--- config.mk ---
export PLATFORM = sky130hd
export DESIGN_NAME = ula_load_store_flat
export DESIGN_NICKNAME = d
export VERILOG_FILES = /design/src/rtl/ula_load_store_pkg.sv /design/src/rtl/ula_load_store_if.sv /design/src/rtl/ula_load_store_indice_matriz.sv /design/src/rtl/ula_load_store.sv /design/src/flat_wrapper.sv
export SDC_FILE = /design/constraint.sdc
export NUM_CORES = 2
export LEC_CHECK = 0
export BUFFER_PORTS_ARGS = -buffer_cell sky130_fd_sc_hd__buf_4
export CORE_AREA = 2 2 256 258
export CTS_CLUSTER_SIZE = 30
export DETAILED_ROUTE_END_ITERATION = 10
export DIE_AREA = 0 0 258 260
export PLACE_DENSITY = 0.71
export SLEW_MARGIN = 10
export SYNTH_ARGS = -nofsm -noshare
export SYNTH_HDL_FRONTEND = slang
export SYNTH_SLANG_ARGS = --single-unit
--- constraint.sdc ---
create_clock -name clk -period 19.2 [get_ports clk]
set_input_delay 2.88 -clock clk [delete_from_list [all_inputs] [get_ports clk]]
set_output_delay 2.88 -clock clk [all_outputs]
set_load 0.01 [all_outputs]
--- src/rtl/ula_load_store_pkg.sv ---
// ula_pkg: shared definitions for the ULA load/store sequencer.
//   - ULA opcode constants
//   - physical matrix geometry (MAX_DIM x MAX_DIM, ELEM_W-bit elements)
//   - sequencer state enum
//   - needs_b(): whether an opcode consumes a second operand matrix
package ula_pkg;

    localparam int unsigned MAX_DIM = 5;
    localparam int unsigned ELEM_W  = 8;

    localparam logic [2:0] OP_SOMA   = 3'b000;
    localparam logic [2:0] OP_SUB    = 3'b001;
    localparam logic [2:0] OP_MUL    = 3'b010;
    localparam logic [2:0] OP_ESC    = 3'b011;
    localparam logic [2:0] OP_TRANSP = 3'b100;
    localparam logic [2:0] OP_OPOSTA = 3'b101;
    localparam logic [2:0] OP_DET    = 3'b110;

    typedef enum logic [2:0] {
        ST_IDLE,
        ST_LOAD_A,
        ST_LOAD_B,
        ST_EXEC,
        ST_STORE
    } state_t;

    function automatic logic needs_b(input logic [2:0] op);
        return (op == OP_SOMA) || (op == OP_SUB) || (op == OP_MUL);
    endfunction

endpackage

--- src/rtl/ula_load_store_if.sv ---
// ula_load_store_if: host-side byte interface of the ULA sequencer.
//   cmd_*  : command channel (opcode, dimension, scalar) with valid/ready
//   in_*   : operand element stream into the sequencer
//   out_*  : result element stream out of the sequencer, out_last on final
// Modports: master = host side, slave = sequencer side.
interface ula_load_store_if;
    import ula_pkg::*;

    logic              cmd_valid;
    logic              cmd_ready;
    logic [2:0]        cmd_opcode;
    logic [7:0]        cmd_tamanho;
    logic [7:0]        cmd_escalar;

    logic              in_valid;
    logic              in_ready;
    logic [ELEM_W-1:0] in_data;

    logic              out_valid;
    logic              out_ready;
    logic [ELEM_W-1:0] out_data;
    logic              out_last;

    modport master (
        output cmd_valid, cmd_opcode, cmd_tamanho, cmd_escalar,
        output in_valid, in_data,
        output out_ready,
        input  cmd_ready, in_ready, out_valid, out_data, out_last
    );

    modport slave (
        input  cmd_valid, cmd_opcode, cmd_tamanho, cmd_escalar,
        input  in_valid, in_data,
        input  out_ready,
        output cmd_ready, in_ready, out_valid, out_data, out_last
    );

endinterface

--- src/rtl/ula_load_store_indice_matriz.sv ---
// indice_matriz: row/column walker over an n x n region of the fixed
// MAX_DIM x MAX_DIM layout, row-major, column wrapping at n-1.
//   clk, rst     : clock, async active-high reset
//   i_clear      : return to (0,0); wins over i_step
//   i_step       : advance one element
//   i_n          : active dimension n (2..MAX_DIM)
//   o_idx        : flat index r*MAX_DIM+c of the current element
//   o_nxt_idx    : flat index of the element after one step
//   o_last       : current element is (n-1,n-1), i.e. the n*n-th one
//   o_nxt_last   : the element after one step is (n-1,n-1)
module indice_matriz
    import ula_pkg::*;
(
    input  logic       clk,
    input  logic       rst,
    input  logic       i_clear,
    input  logic       i_step,
    input  logic [2:0] i_n,
    output logic [4:0] o_idx,
    output logic [4:0] o_nxt_idx,
    output logic       o_last,
    output logic       o_nxt_last
);

    localparam logic [4:0] STRIDE = 5'(MAX_DIM);

    logic [2:0] r_row;
    logic [2:0] r_col;
    logic [2:0] w_lim;
    logic       w_wrap;
    logic [2:0] w_nxt_row;
    logic [2:0] w_nxt_col;

    assign w_lim     = i_n - 3'd1;
    assign w_wrap    = (r_col == w_lim);
    assign w_nxt_col = w_wrap ? 3'd0 : r_col + 3'd1;
    assign w_nxt_row = w_wrap ? r_row + 3'd1 : r_row;

    assign o_idx      = {2'b00, r_row} * STRIDE + {2'b00, r_col};
    assign o_nxt_idx  = {2'b00, w_nxt_row} * STRIDE + {2'b00, w_nxt_col};
    assign o_last     = (r_row == w_lim) && w_wrap;
    assign o_nxt_last = (w_nxt_row == w_lim) && (w_nxt_col == w_lim);

    always_ff @(posedge clk or posedge rst) begin
        if (rst) begin
            r_row <= '0;
            r_col <= '0;
        end else if (i_clear) begin
            r_row <= '0;
            r_col <= '0;
        end else if (i_step) begin
            r_row <= w_nxt_row;
            r_col <= w_nxt_col;
        end
    end

endmodule

--- src/rtl/ula_load_store.sv ---
// ula_load_store: command/operand/result sequencer around the matrix ULA.
//   clk, rst            : clock, async active-high reset
//   bus (slave)         : cmd / in / out byte handshakes
//   matriz1, matriz2    : operand registers, element (r,c) at [(r*5+c)*8 +: 8]
//   opcode/escalar/tamanho : registered copy of the accepted command
//   resultado           : ULA result, captured on the last EXEC cycle
//   busy                : sequencer not idle
//   erro                : one-cycle pulse on a rejected command
module ula_load_store #(
    parameter int unsigned EXEC_CYCLES = 4,
    parameter int unsigned MAX_DIM     = 5
) (
    input  logic                                       clk,
    input  logic                                       rst,
    ula_load_store_if.slave                            bus,
    output logic [MAX_DIM*MAX_DIM*ula_pkg::ELEM_W-1:0] matriz1,
    output logic [MAX_DIM*MAX_DIM*ula_pkg::ELEM_W-1:0] matriz2,
    output logic [2:0]                                 opcode,
    output logic [7:0]                                 escalar,
    output logic [7:0]                                 tamanho,
    input  logic [MAX_DIM*MAX_DIM*ula_pkg::ELEM_W-1:0] resultado,
    output logic                                       busy,
    output logic                                       erro
);
    import ula_pkg::*;

    localparam int unsigned MAT_W     = MAX_DIM * MAX_DIM * ELEM_W;
    localparam logic [3:0]  EXEC_LAST = 4'(EXEC_CYCLES - 1);

    state_t            r_state;
    logic [MAT_W-1:0]  r_matriz1;
    logic [MAT_W-1:0]  r_matriz2;
    logic [MAT_W-1:0]  r_result;
    logic [2:0]        r_opcode;
    logic [7:0]        r_escalar;
    logic [7:0]        r_tamanho;
    logic [3:0]        r_exec;
    logic              r_out_valid;
    logic [ELEM_W-1:0] r_out_data;
    logic              r_out_last;
    logic              r_erro;

    logic       w_cmd_fire;
    logic       w_cmd_legal;
    logic       w_loading;
    logic       w_in_fire;
    logic       w_out_fire;
    logic       w_cnt_clear;
    logic       w_cnt_step;
    logic [4:0] w_idx;
    logic [4:0] w_nxt_idx;
    logic       w_last;
    logic       w_nxt_last;
    logic [7:0] w_bit;
    logic [7:0] w_nxt_bit;

    assign w_cmd_fire  = (r_state == ST_IDLE) && bus.cmd_valid;
    assign w_cmd_legal = (bus.cmd_tamanho >= 8'd2) && (bus.cmd_tamanho <= 8'(MAX_DIM))
                         && (bus.cmd_opcode != 3'b111);
    assign w_loading   = (r_state == ST_LOAD_A) || (r_state == ST_LOAD_B);
    assign w_in_fire   = w_loading && bus.in_valid;
    // out_valid is always high in STORE, so out_ready alone completes a beat
    assign w_out_fire  = (r_state == ST_STORE) && bus.out_ready;

    // One walker serves both load phases and the store phase; it is rewound
    // on command accept and at the end of each operand.
    assign w_cnt_clear = (w_cmd_fire && w_cmd_legal) || (w_in_fire && w_last);
    assign w_cnt_step  = w_in_fire || (w_out_fire && !r_out_last);

    assign w_bit     = {w_idx, 3'b000};
    assign w_nxt_bit = {w_nxt_idx, 3'b000};

    indice_matriz u_indice (
        .clk        (clk),
        .rst        (rst),
        .i_clear    (w_cnt_clear),
        .i_step     (w_cnt_step),
        .i_n        (r_tamanho[2:0]),
        .o_idx      (w_idx),
        .o_nxt_idx  (w_nxt_idx),
        .o_last     (w_last),
        .o_nxt_last (w_nxt_last)
    );

    always_ff @(posedge clk or posedge rst) begin
        if (rst) begin
            r_state     <= ST_IDLE;
            r_matriz1   <= '0;
            r_matriz2   <= '0;
            r_result    <= '0;
            r_opcode    <= '0;
            r_escalar   <= '0;
            r_tamanho   <= '0;
            r_exec      <= '0;
            r_out_valid <= 1'b0;
            r_out_data  <= '0;
            r_out_last  <= 1'b0;
            r_erro      <= 1'b0;
        end else begin
            r_erro <= 1'b0;
            case (r_state)
                ST_IDLE: begin
                    if (bus.cmd_valid) begin
                        if (w_cmd_legal) begin
                            r_opcode  <= bus.cmd_opcode;
                            r_tamanho <= bus.cmd_tamanho;
                            r_escalar <= bus.cmd_escalar;
                            r_matriz1 <= '0;
                            r_matriz2 <= '0;
                            r_result  <= '0;
                            r_exec    <= '0;
                            r_state   <= ST_LOAD_A;
                        end else begin
                            r_erro <= 1'b1;
                        end
                    end
                end
                ST_LOAD_A, ST_LOAD_B: begin
                    if (bus.in_valid) begin
                        if (r_state == ST_LOAD_A)
                            r_matriz1[w_bit +: ELEM_W] <= bus.in_data;
                        else
                            r_matriz2[w_bit +: ELEM_W] <= bus.in_data;
                        if (w_last) begin
                            r_exec <= '0;
                            if (r_state == ST_LOAD_A && needs_b(r_opcode))
                                r_state <= ST_LOAD_B;
                            else
                                r_state <= ST_EXEC;
                        end
                    end
                end
                ST_EXEC: begin
                    if (r_exec == EXEC_LAST) begin
                        // First result element is taken straight from the
                        // ULA so it is presented on the first STORE cycle.
                        r_result    <= resultado;
                        r_out_valid <= 1'b1;
                        r_out_data  <= resultado[ELEM_W-1:0];
                        r_out_last  <= (r_opcode == OP_DET);
                        r_state     <= ST_STORE;
                    end else begin
                        r_exec <= r_exec + 4'd1;
                    end
                end
                ST_STORE: begin
                    if (bus.out_ready) begin
                        if (r_out_last) begin
                            r_out_valid <= 1'b0;
                            r_out_last  <= 1'b0;
                            r_out_data  <= '0;
                            r_state     <= ST_IDLE;
                        end else begin
                            r_out_data <= r_result[w_nxt_bit +: ELEM_W];
                            r_out_last <= w_nxt_last;
                        end
                    end
                end
                default: r_state <= ST_IDLE;
            endcase
        end
    end

    assign bus.cmd_ready = (r_state == ST_IDLE);
    assign bus.in_ready  = w_loading;
    assign bus.out_valid = r_out_valid;
    assign bus.out_data  = r_out_data;
    assign bus.out_last  = r_out_last;

    assign matriz1 = r_matriz1;
    assign matriz2 = r_matriz2;
    assign opcode  = r_opcode;
    assign escalar = r_escalar;
    assign tamanho = r_tamanho;
    assign busy    = (r_state != ST_IDLE);
    assign erro    = r_erro;

endmodule

--- src/flat_wrapper.sv ---
// flat-port wrapper written by rule: the top's interface ports become plain ports
module ula_load_store_flat import ula_pkg::*;
#(
    parameter int unsigned EXEC_CYCLES = 4,
    parameter int unsigned MAX_DIM     = 5
)
  (clk, rst, matriz1, matriz2, opcode, escalar, tamanho, resultado, busy, erro, bus_cmd_valid, bus_cmd_opcode, bus_cmd_tamanho, bus_cmd_escalar, bus_in_valid, bus_in_data, bus_out_ready, bus_cmd_ready, bus_in_ready, bus_out_valid, bus_out_data, bus_out_last);
  ula_load_store_if bus_i ();
  input  logic clk;
  input  logic rst;
  output logic [MAX_DIM*MAX_DIM*ula_pkg::ELEM_W-1:0] matriz1;
  output logic [MAX_DIM*MAX_DIM*ula_pkg::ELEM_W-1:0] matriz2;
  output logic [2:0] opcode;
  output logic [7:0] escalar;
  output logic [7:0] tamanho;
  input  logic [MAX_DIM*MAX_DIM*ula_pkg::ELEM_W-1:0] resultado;
  output logic busy;
  output logic erro;
  input wire logic [$bits(bus_i.cmd_valid)-1:0] bus_cmd_valid;
  input wire logic [$bits(bus_i.cmd_opcode)-1:0] bus_cmd_opcode;
  input wire logic [$bits(bus_i.cmd_tamanho)-1:0] bus_cmd_tamanho;
  input wire logic [$bits(bus_i.cmd_escalar)-1:0] bus_cmd_escalar;
  input wire logic [$bits(bus_i.in_valid)-1:0] bus_in_valid;
  input wire logic [$bits(bus_i.in_data)-1:0] bus_in_data;
  input wire logic [$bits(bus_i.out_ready)-1:0] bus_out_ready;
  output wire logic [$bits(bus_i.cmd_ready)-1:0] bus_cmd_ready;
  output wire logic [$bits(bus_i.in_ready)-1:0] bus_in_ready;
  output wire logic [$bits(bus_i.out_valid)-1:0] bus_out_valid;
  output wire logic [$bits(bus_i.out_data)-1:0] bus_out_data;
  output wire logic [$bits(bus_i.out_last)-1:0] bus_out_last;
  assign bus_i.cmd_valid = bus_cmd_valid;
  assign bus_i.cmd_opcode = bus_cmd_opcode;
  assign bus_i.cmd_tamanho = bus_cmd_tamanho;
  assign bus_i.cmd_escalar = bus_cmd_escalar;
  assign bus_i.in_valid = bus_in_valid;
  assign bus_i.in_data = bus_in_data;
  assign bus_i.out_ready = bus_out_ready;
  assign bus_cmd_ready = bus_i.cmd_ready;
  assign bus_in_ready = bus_i.in_ready;
  assign bus_out_valid = bus_i.out_valid;
  assign bus_out_data = bus_i.out_data;
  assign bus_out_last = bus_i.out_last;
  ula_load_store #(.EXEC_CYCLES(EXEC_CYCLES), .MAX_DIM(MAX_DIM)) u_core (.clk(clk), .rst(rst), .bus(bus_i), .matriz1(matriz1), .matriz2(matriz2), .opcode(opcode), .escalar(escalar), .tamanho(tamanho), .resultado(resultado), .busy(busy), .erro(erro));
endmodule
# Yosys cells after proc, flatten, opt, wreduce, memory -nomap -nowiden
# Cells that the tools add are included.
# word_totals
output_inout_bits	433
elab_cells	133
ff_bits	643
in_bits	232
# classes
n_reduce_logical	34
n_eq_ne	23
mux	48
shifts	3
order_cmp	2
multipliers	2
add_sub_neg	7
# op_table
op	count
2-to-1 mux 200 bit	7
one-hot mux 200 bit (2 select lines)	3
bitwise mux 200 bit	2
variable shift 8 x 10 -> 200 bit, first input constant	1
variable part select 200 x 9 -> 8 bit	1
variable part select 8 x 10 -> 200 bit	1
2-to-1 mux 3 bit	13
2-to-1 mux 8 bit	3
2-to-1 mux 4 bit	5
one-hot mux 8 bit (2 select lines)	1
equality test 3 bit	4
one-hot mux 3 bit (4 select lines)	1
one-hot mux 4 bit (3 select lines)	1
logical AND 1 bit	11
adder 5 x 3 -> 5 bit	2
multiplier 3 x 3 -> 5 bit, second input constant	2
2-to-1 mux 1 bit	10
!= test 2 x 1 -> 1 bit, second input constant	5
!= test 2 bit, second input constant	5
negator 8 -> 10 bit	1
AND reduction 5 bit	2
equality test 3 x 2 -> 1 bit, second input constant	3
greater-or-equal comparator 8 x 2 -> 1 bit, second input constant	1
less-or-equal comparator 8 x 3 -> 1 bit, second input constant	1
18 further kinds	33

# Logic depth before layout (Yosys ltp)
# depth
word_depth	9
mapped_depth	19

# Hierarchy
# Synthesis repeated with hierarchy kept, for this count alone.
# unflattened
cells_unflattened	2400
area_unflattened_um2	27417.5
# modules_own_cells
mod	n_inst	cells_each	area_per_inst_um2
ula_load_store	1	2291	26440.4
indice_matriz	1	109	977.2

# Least setup slack after synthesis
# No wires, ideal clock.
# synth_path
path_type	input-to-reg
start	input bus_cmd_tamanho[6]
end	register u_core.r_matriz1[112], in the netlist u_core.matriz1[112]
path_buffers	2
slack_ns	14.126
arrival_time_ns	4.953
path_stages	7
required_ns	19.078
cell_sequence	or3_1 > or4_1 > buf_2 > o21a_1 > or4_1 > buf_2 > a32o_1
# synth_via
elab_chain_len	5
word_cells_on_any_way	6
cone_classes	order compare: 2; eq/ne: 1; reduce/logical: 3
# synth_lines
item	line_no	text
from (decl)	flat_wrapper.sv:21	input wire logic [$bits(bus_i.cmd_tamanho)-1:0] bus_cmd_tamanho;
greater-or-equal comparator 8 x 2 -> 1 bit / less-or-equal comparator 8 x 3 -> 1 bit (equally long branches)	ula_load_store.sv:58	assign w_cmd_legal = (bus.cmd_tamanho >= 8'd2) && (bus.cmd_tamanho <= 8'(MAX_DIM))
logical AND 1 bit (*)	ula_load_store.sv:58	
logical AND 1 bit (*)	ula_load_store.sv:59	&& (bus.cmd_opcode != 3'b111);
!= test 2 x 1 -> 1 bit (no source line) (*)	-	
AND reduction 5 bit (no source line) (*)	-	
to (signal, indexed assignment)	ula_load_store.sv:121	r_matriz1[w_bit +: ELEM_W] <= bus.in_data;
to (decl)	ula_load_store.sv:31	logic [MAT_W-1:0] r_matriz1;
# Every way passes the cells marked *; elsewhere a longest branch is shown, timed or not.
# A chain may end at the register's enable or synchronous reset.

# Final worst setup path
# layout_path
start	input bus_cmd_tamanho[6]
end	register u_core.r_matriz2[65], in the netlist u_core.matriz2[65]
# layout_via
elab_chain_len	5
word_cells_on_any_way	6
cone_classes	order compare: 2; eq/ne: 1; reduce/logical: 3
# layout_lines
item	line_no	text
greater-or-equal comparator 8 x 2 -> 1 bit / less-or-equal comparator 8 x 3 -> 1 bit (equally long branches)	ula_load_store.sv:58	
logical AND 1 bit (*)	ula_load_store.sv:58	
logical AND 1 bit (*)	ula_load_store.sv:59	
!= test 2 x 1 -> 1 bit (no source line) (*)	-	
AND reduction 5 bit (no source line) (*)	-	
to (signal, indexed assignment)	ula_load_store.sv:123	r_matriz2[w_bit +: ELEM_W] <= bus.in_data;
to (decl)	ula_load_store.sv:32	logic [MAT_W-1:0] r_matriz2;
# Marked as above.

==> results.rst <==
.. list-table::
   :header-rows: 1

   * - Metric
     - Value
   * - Commonest non-fill, non-tap cells in the layout
     - sky130_fd_sc_hd__buf_4 (683), sky130_fd_sc_hd__dfrtp_1 (643), sky130_fd_sc_hd__nand2_1 (524)
   * - Number of antenna violations at the first check in global routing
     - 1
   * - Critical path endpoint category
     - flip-flop
   * - Complex-gate fraction of the synthesized area
     - 15.48%
   * - Die Span Y
     - between 200 and 300 µm
   * - Largest net degree at the start of global routing
     - 214
   * - Hold WC Path Type
     - flip-flop to flip-flop
   * - Leading cell type in the layout, fill and taps excluded
     - sky130_fd_sc_hd__buf_4
   * - Starting density of the core
     - 43.07%
   * - Final count of pins violating max slew
     - 0
   * - Antenna Nets Post-Route
     - 0
   * - DRT Wirelength
     - 99,070 µm
   * - Antenna diode instance count
     - 0
   * - Ys flop type
     - sky130_fd_sc_hd__dfrtp_1
   * - Detailed-route DRC error count
     - 0
   * - Number of top-level pins
     - 665
   * - Layout Utilization
     - 55.12%
   * - # H-tree levels
     - 3
   * - Multiplexer area fraction after synthesis
     - 5.492%
   * - Placeable core region
     - 0.06412 mm²
   * - Detailed-router iteration count before antenna repair
     - 7
   * - Worst-case setup slack after placement
     - ~12 ns
   * - Post-synthesis net count
     - 2,828
   * - Adder-cell share of the synthesized area
     - between 1 and 1.5%
   * - Xor and xnor area share after synthesis
     - less than 1%
   * - Minimum clock period after layout
     - 6.161 ns
   * - Post-CTS Repair Setup Buffers
     - 0
   * - Total power after layout
     - 5.047 mW
   * - Final number of hold-violating endpoints
     - 0
   * - Cts repair resizes
     - 0
   * - Number of nets at the end of the flow
     - between 3,000 and 4,000
   * - Slew at the pin closest to its max-slew limit
     - 1.185 ns
   * - Crit path required time
     - 19.68 ns
   * - Top fanout value on the critical path
     - 50
   * - Avg Cell Area, Syn
     - about 11 µm²
   * - Total clock sinks
     - ~640
   * - Simple logic cell fraction of the synthesized area
     - roughly 16%
   * - Share of cells above drive strength 1
     - 27.77%
   * - Global placer's final weighted congestion
     - around 0.89
   * - Post-synth EDFFs
     - 0
   * - Crit share post-route
     - about a third
   * - DP Area
     - ~0.033 mm²
   * - Post-synthesis cell count
     - 2,573
   * - Max Root-Sink Buffers
     - 3
   * - X dimension of the die
     - 258 µm
   * - Wire length of the first global-routing pass
     - 149,000 µm
   * - TritonCTS clock tree
     - done
   * - Standard-cell row count
     - 93
   * - Part of the Yosys area used for sequential elements
     - 58.27%
   * - TNS Setup
     - 0 ns
   * - Number of synthesis warnings
     - 0
   * - Drt initial violations
     - 2,368
   * - Async SR Flop Fraction
     - 100.0%
   * - Largest family of logic cells by synthesized area
     - simple AND/OR/NAND/NOR gates
   * - Cell Pwr Density
     - 142.8 mW/mm²
   * - DP Wirelength
     - 70,280 µm
   * - Critical path class
     - primary input to flip-flop
   * - Maximum achievable frequency
     - roughly 0.16 GHz
   * - WL per Instance
     - 24.66 µm
   * - WHS Path Cells
     - 2
   * - Total setup violations reported at the end of the flow
     - 0
   * - CTS buffer count
     - a little under 70
   * - Max-capacitance violation count
     - 0
   * - Data arrival time of the critical path
     - 6.64 ns
   * - Worst setup skew after layout
     - 0.01837 ns
   * - Setup repair after global routing missed its margin
     - no
   * - Cell at the root of the clock tree
     - sky130_fd_sc_hd__clkbuf_16
   * - Relative slew slack
     - 20.73%
   * - Post-synthesis cell area
     - 0.02761 mm²
   * - Total global-route track usage
     - 29.04%
   * - Total gr overflow
     - 0
   * - Synthesis-to-finish area growth
     - 27.98%
   * - Cell leakage power
     - 17.49 nW
   * - PortBufs
     - 664
   * - Post-route worst setup slack
     - 13.04 ns
   * - Depth of the worst register-to-register path
     - 14
   * - Total via count in the routed design
     - 23,625
   * - Status
     - completed
   * - Number of global-route vias before repair
     - 23,629
   * - Layout Cell Area excl Fill
     - 0.03534 mm²
   * - Clock Latency Late Sink
     - 0.61 ns
   * - Area of the die
     - approximately 0.067 mm²
   * - Register bit count reported by yosys
     - 643
   * - CTS clk-pin slew, worst paths
     - roughly 0.060 ns
   * - Mean number of vias per cell
     - 5.881
   * - Synth cell types
     - 63
   * - Number of hold-repair buffers added at the cts stage
     - 0
   * - Max rail drop VDD
     - 204.9 µV
   * - Critical path launch point type
     - primary input
## sequential cells by signal, indices dropped and copies added (netlist names), 3 cells and up
| register | flops |
|---|---|
| u_core.opcode | 3 |
| u_core.matriz2 | 200 |
| u_core.tamanho | 8 |
| u_core.bus.out_data | 8 |
| u_core.matriz1 | 200 |
| u_core.r_exec | 4 |
| u_core.u_indice.r_row | 3 |
| u_core.u_indice.r_col | 3 |
| u_core.escalar | 8 |
| u_core.r_result | 200 |
| u_core.r_state | 3 |
## worst max-delay path, cell delays in order
cell and delay [ns]:
sky130_fd_sc_hd__buf_4 0.10, sky130_fd_sc_hd__or3_1 0.41, sky130_fd_sc_hd__or4_1 0.71, sky130_fd_sc_hd__o21ai_4 0.70, sky130_fd_sc_hd__nand3_2 0.92, sky130_fd_sc_hd__or2_0 0.64
sky130_fd_sc_hd__o21ai_0 0.25
## cells in the mapped netlist (all sizes together) (5+ instances only)
cell	instances	area (µm²)
a21oi	25	125.1
a221oi	7	61.31
a22o	100	875.8
a22oi	8	60.06
a32o	24	240.2
and2	19	118.9
buf	42	185.2
clkbuf	174	653.1
dfrtp	643	16090
ha	21	262.8
inv	15	56.30
mux2	8	90.09
mux2i	39	390.4
mux4	46	1036
nand2	525	1971
nand2b	6	37.54
nand3	287	1441
nand3b	5	37.54
nand4	12	75.07
nor2	32	120.1
nor2b	6	37.54
nor3	17	111.4
nor4	8	71.32
o211ai	100	750.7
o21ai	215	1084
o2bb2ai	97	849.6
or2	15	93.85
or3	16	100.1
xnor2	9	86.34
xor2	8	70.07
## layer usage
metal / share of wire [%] / track usage [%]
met4: 4.7 / 13.49
met1: 38 / 36.65
met5: 0.016 / 0
met2: 48 / 47.86
met3: 8.4 / 6.413
## final cells by class
type | count | area (µm²)
sequential | 643 | 16090
fill | 5473 | 28780
timing repair buffer | 687 | 5190
clock buffer | 101 | 1997
multi-input combinational | 1699 | 10710
inverter | 15 | 60.06
clock inverter | 17 | 221.5
tap | 855 | 1070
## metrics by stage
| stage | instances | hold WS [ns] |
|---|---|---|
| 3_5_place_dp | 3899 | 0.4582 |
| 5_1_grt | 4017 | 0.4963 |
| 4_1_cts | 4017 | 0.4717 |
| 2_1_floorplan | 2573 | 0.4610 |
| 6_report | 4017 | 0.4681 |
| 3_3_place_gp | 3899 | 0.4560 |
## kinds of logic (layout without fill, tap and decap cells)
kind of cell,count (synthesis),after routing
AO/OA/AOI/OAI,599,599
XOR/XNOR,18,18
adder cells (fa/ha/maj),23,23
buffers and inverters,231,820
flip-flops,643,643
multiplexers,93,93
AND/OR/NAND/NOR,966,966
## power breakdown
group          switching, mW  total, mW  internal [mW]  leakage (nW)
Clock                  0.558       1.31          0.755          1.09
Combinational           1.36       2.07          0.714          7.48
Sequential             0.130       1.66           1.53          8.92
Total                   2.05       5.05           3.00          17.5
## final timing paths
kind	startpoint	end	slack, ns
worst max-delay path	bus_cmd_tamanho[6]	u_core.matriz2[65]	13.04
worst min-delay path	u_core.escalar[4]	u_core.escalar[4]	0.47
worst max register to register	u_core.tamanho[0]	u_core.bus.out_data[4]	14.08
worst min register to register	u_core.escalar[4]	u_core.escalar[4]	0.47
max in group asynchronous	rst	u_core.matriz2[198]	13.94
min in group asynchronous	rst	u_core.escalar[1]	2.30
(Power assumes the default switching activity.)
